[src/rtl/acc_pkg.sv]
// Shared constants, state encoding and helpers for the frame accumulator.
package acc_pkg;

  localparam int DEFAULT_COUNT = 4;

  typedef enum logic {
    ST_IDLE  = 1'b0,
    ST_ACCUM = 1'b1
  } state_e;

  // Ceiling log2, usable in parameter defaults on tools lacking $clog2 there.
  function automatic int clog2(input int n);
    int r;
    r = 0;
    for (int v = n - 1; v > 0; v = v >> 1) r++;
    return r;
  endfunction

endpackage

[src/rtl/frame_counter.sv]
// Modulo-COUNT counter of terms accepted in the current frame.
module frame_counter
  import acc_pkg::*;
#(
  parameter int COUNT = DEFAULT_COUNT
) (
  input  logic clk_i,
  input  logic rstn,
  input  logic inc,
  input  logic clr,
  output logic first,
  output logic last
);

  localparam int CW = clog2(COUNT);
  localparam logic [CW-1:0] LAST_CNT = CW'(COUNT - 1);

  logic [CW-1:0] r_cnt;

  // NOTE: sequential state uses non-blocking assignments so every flop samples
  // pre-edge values regardless of block ordering.
  always_ff @(posedge clk_i) begin
    if (!rstn) begin
      r_cnt <= '0;
    end else if (clr) begin
      r_cnt <= '0;
    end else if (inc) begin
      r_cnt <= last ? '0 : r_cnt + CW'(1);
    end
  end

  assign first = (r_cnt == '0);
  assign last  = (r_cnt == LAST_CNT);

endmodule

[src/rtl/sum_accumulator.sv]
// Reduces COUNT consecutive valid terms into one frame total, emitted as a
// single-cycle pulse with no dead cycles between frames.
`ifndef WIDTH
`define WIDTH 8
`endif

module sum_accumulator
  import acc_pkg::*;
#(
  parameter int WIDTH     = `WIDTH,
  parameter int COUNT     = DEFAULT_COUNT,
  parameter int ACC_WIDTH = WIDTH + clog2(COUNT)
) (
  input  logic                 clk_i,
  input  logic                 rstn,
  input  logic [WIDTH-1:0]     data_i,
  input  logic                 valid_i,
  input  logic                 clear_i,
  output logic [ACC_WIDTH-1:0] acc_o,
  output logic                 valid_o,
  output logic                 busy_o
);

  logic                 w_take;
  logic                 w_first;
  logic                 w_last;
  logic [ACC_WIDTH-1:0] w_term;
  state_e               w_state;

  logic [ACC_WIDTH-1:0] r_acc_q;
  logic [ACC_WIDTH-1:0] r_acc_out;
  logic                 r_valid;

  // A term arriving together with clear is discarded.
  assign w_take = valid_i & ~clear_i;
  assign w_term = ACC_WIDTH'(data_i);

  frame_counter #(
    .COUNT(COUNT)
  ) u_frame_counter (
    .clk_i(clk_i),
    .rstn (rstn),
    .inc  (w_take),
    .clr  (clear_i),
    .first(w_first),
    .last (w_last)
  );

  assign w_state = w_first ? ST_IDLE : ST_ACCUM;

  // NOTE: the accumulator is an ordinary register, not a memory, so it is reset
  // along with the rest of the datapath.
  always_ff @(posedge clk_i) begin
    if (!rstn) begin
      r_acc_q   <= '0;
      r_acc_out <= '0;
      r_valid   <= 1'b0;
    end else begin
      r_valid <= 1'b0;
      if (w_take) begin
        if (w_last) begin
          r_acc_out <= r_acc_q + w_term;
          r_valid   <= 1'b1;
        end else if (w_first) begin
          r_acc_q <= w_term;
        end else begin
          r_acc_q <= r_acc_q + w_term;
        end
      end
    end
  end

  assign acc_o   = r_acc_out;
  assign valid_o = r_valid;
  // Decoded from the counter register only; no input reaches an output.
  assign busy_o  = (w_state == ST_ACCUM);

endmodule

[config.mk]
export PLATFORM = sky130hd
export DESIGN_NAME = sum_accumulator
export DESIGN_NICKNAME = d
export VERILOG_FILES = /design/src/rtl/acc_pkg.sv /design/src/rtl/frame_counter.sv /design/src/rtl/sum_accumulator.sv
export SDC_FILE = /design/constraint.sdc
export NUM_CORES = 1
export LEC_CHECK = 0
export ABC_CLOCK_PERIOD_IN_PS = 2500
export CAP_MARGIN = 20
export CORE_ASPECT_RATIO = 0.6
export CORE_UTILIZATION = 48
export DETAILED_ROUTE_END_ITERATION = 7
export GPL_ROUTABILITY_DRIVEN = 0
export PLACE_DENSITY = 0.82
export SLEW_MARGIN = 40
export SYNTH_ARGS = -nofsm -noshare
export SYNTH_HDL_FRONTEND = slang
export SYNTH_SLANG_ARGS = --single-unit
[constraint.sdc]
create_clock -name clk_i -period 2.5 [get_ports clk_i]
set_clock_uncertainty 0.15 [all_clocks]
set_input_delay 0.25 -clock clk_i [delete_from_list [all_inputs] [get_ports clk_i]]
set_output_delay 0.25 -clock clk_i [all_outputs]
set_load 0.03 [all_outputs]
==> impl_metrics.toml <==
[clocking]
cts_root_buf = "clkbuf_8"
post_cts_buffers = 0
path_clk_slew_ns = 0.08
htree_num_levels = 1
cts_tree = "yes"
clkSinkCount = 23
clock_latency_ns = 0.27
numCtsBuffers = 3
clock_path_buffers = 2
cts-hold-fix-buffers = 0
post_cts_resized = 0

[logic_synthesis]
synth_area_sq_um = 1340
synthCells = 163
syn_area_per_cell_sq_um = 8.23
synth-seq-area-share_pct = 34.3
synthTopCellsByCount = "dfxtp_1, nor2_1, a21oi_1"
async_reset_ff_share_pct = 0
synth_area_leaders = "dfxtp_1, ha_1, a21oi_1, nor2_1, mux2i_1"
syn_nets = 186
synth_ff_type = "dfxtp_1"
synth_warnings = 0
ys_types = 38
synth_top_area_cell = "dfxtp_1"
synth.top_cell.area_share_pct = 34.3
ys_ff_latch = 23
yosysMostFrequentCell = "dfxtp_1"
synth_edf_count = 0

[power]
peakVddDrop_mv = 0.271
power_density_nw_per_um2 = 479
p_leak_uw = 0.000710

[timing]
fmax_ghz = 0.439
finalHoldViolations = 0
layout_setup_ws_ns = 0.223
final_max_slew_viol_count = 0
finalSetupViolCount = 0
slew_headroom_pct = 73.2
worst_pin_slew_ns = 0.401
rsz0062_at_grt = "false"
fin_tns_setup_ns = 0
period_needed_ns = 2.28
finalCritPeriodShare_pct = 91.1

[finish]
antenna_cells = 0
num-nets-final = 221
synthToLayoutAreaGrowth_pct = 29.1
drive_gt1_share_pct = 9.64

[worst_setup_path]
crit_path_end_kind = "flop"
critPathLaunchType = "input port"
crit_type = "input port to flop"
arrival_ns = 2.33
crit_fanout = 3
worstPathRequired_ns = 2.55

[route]
wl_mm = 3.39
routed_via_density = 5.71
dr_total_vias = 1308
wire_per_inst_microns = 14.8
drc = 0
ant_nets = 0
drt_iter0_drc = 83
drt_pass1_iterations = 4

[floorplanning]
die_w_microns = 70.2
fp.dieArea_sq_um = 3020
ios = 24
core_sq_um = 2570
num_rows = 14
initial_core_util_pct = 52.1
die_y_microns = 42.9

[run_status]
status = "completed"

[global_route]
grt_remaining_overflow = 0
grt_usage_pct = 24.9
antenna_found_initial = 0
grt_pass1_wl_mm = 5.73
first_global_vias = 1183
grt_max_degree = 15

[placed_design]
pre_cts_ws_ns = -0.0420
io_buffers = 23
dp_hpwl_mm = 2.62

[worst_hold_path]
hp-class = "flop to flop"

[run]
drv_cap = 0
[state kept, by name (all words and copies together), names as in the netlist]
register and count:
u_frame_counter.r_cnt 2, acc_o 10, r_acc_q 10, valid_o 1
[routing by layer]
metal  vias up  share of wire [%]  track usage [%]
met2        45                 45             40.6
met5         -                  0                0
met4         0               0.50             4.00
met3         4                6.6             6.41
li1        653                  -                -
met1       606                 48             33.9
[where the power goes]
group          switching (uW)  leakage, uW  internal (uW)  total (uW)
registers                6.26     0.000187            376         383
clock network             129    0.0000255            112         241
logic                     111     0.000497           96.1         207
[per-stage QoR]
stage | instance area (sq um) | std cells | hold slack (ns) | util (%) | total power, uW
after floorplan | 1340 | 163 | 0.220 | - | 513
after global placement | 1690 | 225 | 0.294 | 65.5 | 585
after detailed placement | 1690 | 225 | 0.301 | 65.5 | 593
after CTS | 1730 | 229 | 0.312 | 67.2 | 835
after global routing | 1730 | 229 | 0.347 | 67.2 | 872
final | 1730 | 229 | 0.313 | 67.2 | 830
[cell families after synthesis]
logic type	share of synthesized area (%)
compound gates	23.3
xor+xnor	3.27
fa+ha+maj	10.8
buf+inv	4.85
flops	34.3
mux	4.48
simple gates	18.9
[worst paths after layout]
check	cells past startpoint	slack [ns]	start	endpoint
worst max-delay path	10	0.22	data_i[0]	acc_o[4]
worst min-delay path	2	0.31	acc_o[4]	acc_o[4]
worst max register to register	9	0.33	r_acc_q[0]	acc_o[4]
worst min register to register	2	0.31	acc_o[4]	acc_o[4]
[layout by cell type (no fill, tap or decap), types with 2 or more instances in the layout]
master / n
or4_1: 2
nor2_1: 19
xnor2_1: 2
nand2b_1: 3
nand2_1: 14
clkdlybuf4s50_1: 23
and2_1: 2
inv_1: 9
nor2b_1: 2
a311oi_1: 2
a221o_1: 2
xor2_1: 3
buf_4: 14
nand3_1: 4
a211oi_1: 5
a21oi_1: 17
o211ai_1: 2
ha_1: 10
a31oi_1: 3
o21ai_1: 2
dfxtp_1: 23
or3_1: 2
o21ai_0: 9
clkbuf_8: 3
mux2i_1: 6
[layout make-up]
| class | count | area (sq um) |
|---|---|---|
| Clock inverter | 1 | 5.00 |
| Timing Repair Buffer | 37 | 335 |
| Inverter | 9 | 33.8 |
| Fill cell | 210 | 843 |
| Sequential cell | 23 | 460 |
| Clock buffer | 3 | 41.3 |
| Multi-Input combinational cell | 124 | 816 |
| Tap cell | 32 | 40.0 |
[worst max-delay path, cell delays in order]
cell             delay [ns]
clkdlybuf4s50_1        0.49
ha_1                   0.18
inv_1                  0.05
fa_1                   0.38
nand2b_1               0.17
a21oi_1                0.16
buf_4                  0.15
xor2_1                 0.26
nand2_1                0.10
a21oi_1                0.13
(Power assumes the default switching activity.)
